[config.mk]
export PLATFORM = sky130hd
export DESIGN_NAME = cpu_mem_arbiter
export DESIGN_NICKNAME = d
export VERILOG_FILES = /design/src/rtl/cpu_mem_pkg.sv /design/src/rtl/arb_grant.sv /design/src/rtl/cpu_mem_arbiter.sv
export SDC_FILE = /design/constraint.sdc
export NUM_CORES = 1
export LEC_CHECK = 0
export ABC_AREA = 1
export CORE_UTILIZATION = 46
export DETAILED_ROUTE_END_ITERATION = 8
export PLACE_DENSITY = 0.87
export SKIP_CTS_REPAIR_TIMING = 1
export SYNTH_ARGS = -nofsm -noshare
export SYNTH_HDL_FRONTEND = slang
export SYNTH_SLANG_ARGS = --single-unit
export TNS_END_PERCENT = 20
[constraint.sdc]
create_clock -name clk -period 4.6 [get_ports clk]
set_clock_uncertainty 0.1 [all_clocks]
set_input_delay 0.92 -clock clk [delete_from_list [all_inputs] [get_ports clk]]
set_output_delay 0.92 -clock clk [all_outputs]
set_load 0.05 [all_outputs]
[src/rtl/cpu_mem_pkg.sv]
// Shared types for the CPU memory arbiter: FSM states, port-owner encoding, default widths.
package cpu_mem_pkg;

  localparam int ADDR_W_DEF = 32;
  localparam int DATA_W_DEF = 32;

  typedef enum logic [1:0] {
    S_IDLE = 2'd0,
    S_ADDR = 2'd1,
    S_DATA = 2'd2,
    S_RESP = 2'd3
  } state_e;

  typedef enum logic {
    OWN_INST = 1'b0,
    OWN_DATA = 1'b1
  } owner_e;

  // True in the single completion cycle belonging to the given port.
  function automatic logic resp_for(input state_e st, input owner_e own, input owner_e port);
    return (st == S_RESP) && (own == port);
  endfunction

endpackage

[src/rtl/arb_grant.sv]
// Two-port grant select: fixed data-over-inst priority, or round-robin when
// ARB_ROUND_ROBIN_EN is defined (the last-granted port loses a tie).
module arb_grant
  import cpu_mem_pkg::*;
(
  input  logic   inst_req,
  input  logic   data_req,
  input  owner_e last_grant,
  output logic   grant_inst,
  output logic   grant_data
);

`ifdef ARB_ROUND_ROBIN_EN
  always_comb begin
    grant_inst = 1'b0;
    grant_data = 1'b0;
    if (inst_req && data_req) begin
      if (last_grant == OWN_DATA) grant_inst = 1'b1;
      else                        grant_data = 1'b1;
    end else begin
      grant_inst = inst_req;
      grant_data = data_req;
    end
  end
`else
  logic unused_last_grant;
  assign unused_last_grant = (last_grant == OWN_DATA);

  always_comb begin
    grant_data = data_req;
    grant_inst = inst_req & ~data_req;
  end
`endif

endmodule

[src/rtl/cpu_mem_arbiter.sv]
// Arbitrates the fetch and data ports onto one req/addr_ok/data_ok memory bus.
// Tie-break policy is selected by ARB_ROUND_ROBIN_EN (see arb_grant).
module cpu_mem_arbiter
  import cpu_mem_pkg::*;
#(
  parameter int ADDR_W = ADDR_W_DEF,
  parameter int DATA_W = DATA_W_DEF
) (
  input  logic                clk,
  input  logic                rst,
  input  logic                inst_req,
  input  logic [ADDR_W-1:0]   inst_addr,
  output logic [DATA_W-1:0]   inst_rdata,
  output logic                inst_data_ok,
  input  logic                data_req,
  input  logic                data_wr,
  input  logic [DATA_W/8-1:0] data_wen,
  input  logic [ADDR_W-1:0]   data_addr,
  input  logic [DATA_W-1:0]   data_wdata,
  output logic [DATA_W-1:0]   data_rdata,
  output logic                data_data_ok,
  output logic                inst_busy,
  output logic                data_busy,
  output logic                bus_req,
  output logic                bus_wr,
  output logic [DATA_W/8-1:0] bus_wen,
  output logic [ADDR_W-1:0]   bus_addr,
  output logic [DATA_W-1:0]   bus_wdata,
  input  logic                bus_addr_ok,
  input  logic                bus_data_ok,
  input  logic [DATA_W-1:0]   bus_rdata
);

  localparam int WEN_W = DATA_W / 8;

  state_e              state_q, state_d;
  owner_e              owner_q, owner_d;
  logic [ADDR_W-1:0]   addr_q, addr_d;
  logic                wr_q, wr_d;
  logic [WEN_W-1:0]    wen_q, wen_d;
  logic [DATA_W-1:0]   wdata_q, wdata_d;
  logic                bus_req_q, bus_req_d;
  logic                inst_ok_q, inst_ok_d;
  logic                data_ok_q, data_ok_d;
  logic [DATA_W-1:0]   inst_rdata_q, inst_rdata_d;
  logic [DATA_W-1:0]   data_rdata_q, data_rdata_d;
  logic                capture;
  logic                grant_inst, grant_data;

  // owner_q doubles as the last-grant register: it is only rewritten on a grant.
  arb_grant u_arb_grant (
    .inst_req   (inst_req),
    .data_req   (data_req),
    .last_grant (owner_q),
    .grant_inst (grant_inst),
    .grant_data (grant_data)
  );

  always_comb begin
    state_d      = state_q;
    owner_d      = owner_q;
    addr_d       = addr_q;
    wr_d         = wr_q;
    wen_d        = wen_q;
    wdata_d      = wdata_q;
    inst_rdata_d = inst_rdata_q;
    data_rdata_d = data_rdata_q;
    capture      = 1'b0;

    case (state_q)
      S_IDLE: begin
        if (grant_data) begin
          owner_d = OWN_DATA;
          addr_d  = data_addr;
          wr_d    = data_wr;
          wen_d   = data_wen;
          wdata_d = data_wdata;
          state_d = S_ADDR;
        end else if (grant_inst) begin
          owner_d = OWN_INST;
          addr_d  = inst_addr;
          wr_d    = 1'b0;
          wen_d   = '0;
          wdata_d = '0;
          state_d = S_ADDR;
        end
      end
      S_ADDR: begin
        // A data_ok without an accepted address phase belongs to nobody.
        if (bus_addr_ok) begin
          if (bus_data_ok) begin
            capture = 1'b1;
            state_d = S_RESP;
          end else begin
            state_d = S_DATA;
          end
        end
      end
      S_DATA: begin
        if (bus_data_ok) begin
          capture = 1'b1;
          state_d = S_RESP;
        end
      end
      S_RESP:  state_d = S_IDLE;
      default: state_d = S_IDLE;
    endcase

    if (capture) begin
      if (owner_q == OWN_DATA) data_rdata_d = bus_rdata;
      else                     inst_rdata_d = bus_rdata;
    end

    bus_req_d = (state_d == S_ADDR);
    inst_ok_d = resp_for(state_d, owner_d, OWN_INST);
    data_ok_d = resp_for(state_d, owner_d, OWN_DATA);
  end

  always_ff @(posedge clk) begin
    if (rst) begin
      state_q      <= S_IDLE;
      owner_q      <= OWN_INST;
      addr_q       <= '0;
      wr_q         <= 1'b0;
      wen_q        <= '0;
      wdata_q      <= '0;
      bus_req_q    <= 1'b0;
      inst_ok_q    <= 1'b0;
      data_ok_q    <= 1'b0;
      inst_rdata_q <= '0;
      data_rdata_q <= '0;
    end else begin
      state_q      <= state_d;
      owner_q      <= owner_d;
      addr_q       <= addr_d;
      wr_q         <= wr_d;
      wen_q        <= wen_d;
      wdata_q      <= wdata_d;
      bus_req_q    <= bus_req_d;
      inst_ok_q    <= inst_ok_d;
      data_ok_q    <= data_ok_d;
      inst_rdata_q <= inst_rdata_d;
      data_rdata_q <= data_rdata_d;
    end
  end

  assign bus_req      = bus_req_q;
  assign bus_wr       = wr_q;
  assign bus_wen      = wen_q;
  assign bus_addr     = addr_q;
  assign bus_wdata    = wdata_q;
  assign inst_data_ok = inst_ok_q;
  assign data_data_ok = data_ok_q;
  assign inst_rdata   = inst_rdata_q;
  assign data_rdata   = data_rdata_q;

  assign inst_busy = inst_req & ~resp_for(state_q, owner_q, OWN_INST);
  assign data_busy = data_req & ~resp_for(state_q, owner_q, OWN_DATA);

  a_one_owner_pulse: assert property (@(posedge clk) !(inst_ok_q && data_ok_q));
  a_pulse_single:    assert property (@(posedge clk) disable iff (rst)
                                      (inst_ok_q || data_ok_q) |=> !(inst_ok_q || data_ok_q));

endmodule

==> metrics.txt <==
Cells after Synth 973; Final Cycle Share 77.4%; Final min period 3.56 ns; Max-Cap Viols 0; unrepaired setup endpoints after global routing no; via count 6723; first-pass GRT wire length 30600 um; row count 42; Critical R2R Launch owner_q$_SDFF_PP0_; Max clock buf depth 2; ranking of synthesized cells by area dfxtp_1, nand2_1, inv_1; dpl ws 1.05 ns; syn nets 1117; Psw ~1800 uW; Area Growth Syn to Fin 52.7%; Worst Reg-to-Reg Cells 7; Post-synth ARST share 0%; worst endpoint required time 3.58 ns; Top FF cell, synth dfxtp_1; post-synthesis instance area 6320 um2; CTS clk-pin slew, worst paths 0.06 ns; Yosys warning total 0; DRC errors left 0; Starting Density 47.5%; Hold Violations, Final 0; Overflow after GRT 0; post-synthesis sequential area ratio 44.1%; share of layout cells above drive strength 1 between 3 and 4%; clock tree from TritonCTS done; Tightest Pin Transition 1.05 ns; vias per inst 4.77; clock sinks around 140; Routed WL 19200 um; crit path launch owner_q$_SDFF_PP0_; Slew headroom just under 30%; delay-heaviest family, CP buffers and inverters; peak fanout along the critical path 36; CTS buffer count 17; design area 9650 um2; Die Height ~120 um; top-area cell type share of the netlist area between 40% and 50%; CP endpoint kind output port; synthesized area per cell 6.49 um2; WP buf/inv 3; Max Clk Rate 0.281 GHz; Clk network pwr share 28.8%; EDFF count, synth 0; Static Leak 0.00434 uW; All-Layer GR Usage 27.5%; Synth cell types 18; setup slack, reg-to-reg 2.15 ns; pin count of the biggest net entering global routing 70; Worst path max stage delay between 0.8 and 0.9 ns; final net count 1362; count leader, synth nand2_1; DP Area 9080 um2; Detailed Place HPWL between 10000 and 15000 um; Commonest cells post-synth nand2_1, inv_1, dfxtp_1; crit path DAT between 2 and 3 ns; Critical Path Slowest Stage Cell clkdlybuf4s50_1; worst path cell trace buf_4, inv_2, a21boi_0, clkdlybuf4s50_1; CP Capture Point inst_busy; htree depth 4; I/O Buffers 276; initial antenna violation count 0; Worst-Skew Late Latency between 0.4 and 0.5 ns; initial DRC count 659; final setup margin 1.04 ns; Seq pwr share 32.2%; WL per Instance 13.6 um; crit path kind reg2out; Setup TNS Final 0 ns; CTS Root Cell clkbuf_16; Setup-failing EPs final 0; Yosys reg bits 139; max-slew violations 0; combinational group share of total power between 30% and 40%; # IOs ~280; vias in the first global route roughly 6.4k; first drt pass iteration count 5; Hold Crit Class reg2reg; Synth area leader dfxtp_1; die width 119 um; die area 14200 um2; run status complete, no violations; switching share of power 40.0%; Worst setup SP type flop; Routed Antenna Nets 0; stages on the worst setup path 4; PwrDens 469 nW/um2; maximum vdd ir drop 0.286 mV; Final Wtd Congestion 0.849; Worst R2R End inst_rdata[2]$_SDFFE_PP0P_; core region area 13300 um2; Internal 2720 uW
## metal layers
| layer | GRT usage, % | share of wire [%] | vias to the layer above |
|---|---|---|---|
| li1 | - | - | 3412 |
| met1 | 30.5 | 39 | 3007 |
| met2 | 47.1 | 49 | 261 |
| met3 | 9.67 | 8.2 | 43 |
| met4 | 12.5 | 3.3 | 0 |
| met5 | 0 | 0 | - |
## worst min-delay path, stage by stage (launching register included)
cell and delay [ns]:
dfxtp_1 0.31, nand2_1 0.06, a21oi_1 0.05
## power by group through the flow
stage | Sequential, uW | Combinational (uW) | Clock, uW
after floorplan | 2020 | 652 | 0
after global placement | 1470 | 1730 | 0
after detailed placement | 1480 | 1750 | 0
after CTS | 1460 | 1760 | 1330
after global routing | 1480 | 1890 | 1380
final | 1460 | 1770 | 1300
## cell families (layout without fill, tap and decap cells)
kind of cell	after synthesis	after routing	share of synthesized area, %
AOI/OAI and AO/OA	74	74	6.08
adders and majority gates	5	5	0.990
buffers and inverters	234	492	15.2
DFF	139	139	44.1
other	0	1	0
and+or+nand+nor	521	521	33.6
## metrics by stage
step / power, uW / instances / util, % / hold slack (ns)
final: 4530 / 1408 / 72.5 / 0.358
after global routing: 4750 / 1407 / 72.5 / 0.377
after CTS: 4550 / 1407 / 72.5 / 0.360
after detailed placement: 3230 / 1375 / 68.3 / 0.351
after global placement: 3200 / 1375 / 68.3 / 0.346
after floorplan: 2670 / 973 / - / 0.489
## flip-flops by register name (all words and copies together), names as in the netlist
register	flops
bus_wen	4
data_data_ok	1
bus_wdata	32
owner_q	1
inst_rdata	32
data_rdata	32
inst_data_ok	1
state_q	2
bus_addr	32
bus_wr	1
bus_req	1
## worst min path at each step
stage / start / endpoint / slack, ns / cells after the start
floorplan: state_q[0]$_SDFF_PP0_ / data_data_ok$_SDFF_PP0_ / 0.49 / 4
global placement: bus_wdata[11]$_SDFFE_PP0P_ / bus_wdata[11]$_SDFFE_PP0P_ / 0.35 / 2
detailed placement: bus_wdata[23]$_SDFFE_PP0P_ / bus_wdata[23]$_SDFFE_PP0P_ / 0.35 / 2
CTS: bus_wdata[23]$_SDFFE_PP0P_ / bus_wdata[23]$_SDFFE_PP0P_ / 0.36 / 2
global route: bus_wdata[23]$_SDFFE_PP0P_ / bus_wdata[23]$_SDFFE_PP0P_ / 0.38 / 2
finish: bus_wdata[23]$_SDFFE_PP0P_ / bus_wdata[23]$_SDFFE_PP0P_ / 0.36 / 2
## cell type report
cell class,count,area [um2]
Fill cell,1067,3650
Multi-Input combinational cell,600,2580
Clock buffer,18,429
Clock inverter,14,130
Sequential cell,139,2780
Timing Repair Buffer,287,2860
Tap cell,176,220
Antenna cell,1,2.50
Inverter,173,649
## layout by cell type (no fill, tap or decap)
master / instances
nand4_1: 64
buf_12: 1
dfxtp_1: 139
a21oi_1: 38
clkbuf_1: 1
ha_2: 1
diode_2: 1
clkbuf_16: 17
inv_1: 170
o21ai_4: 1
nand2_1: 315
nor2_1: 134
bufinv_16: 2
clkinvlp_4: 1
buf_4: 11
clkinv_2: 9
nand2_2: 1
nand3_1: 7
a21boi_0: 1
o21ai_0: 34
inv_2: 3
clkdlybuf4s50_1: 275
ha_1: 4
clkinv_4: 2
Note: power is estimated with default switching activity, not from simulation.
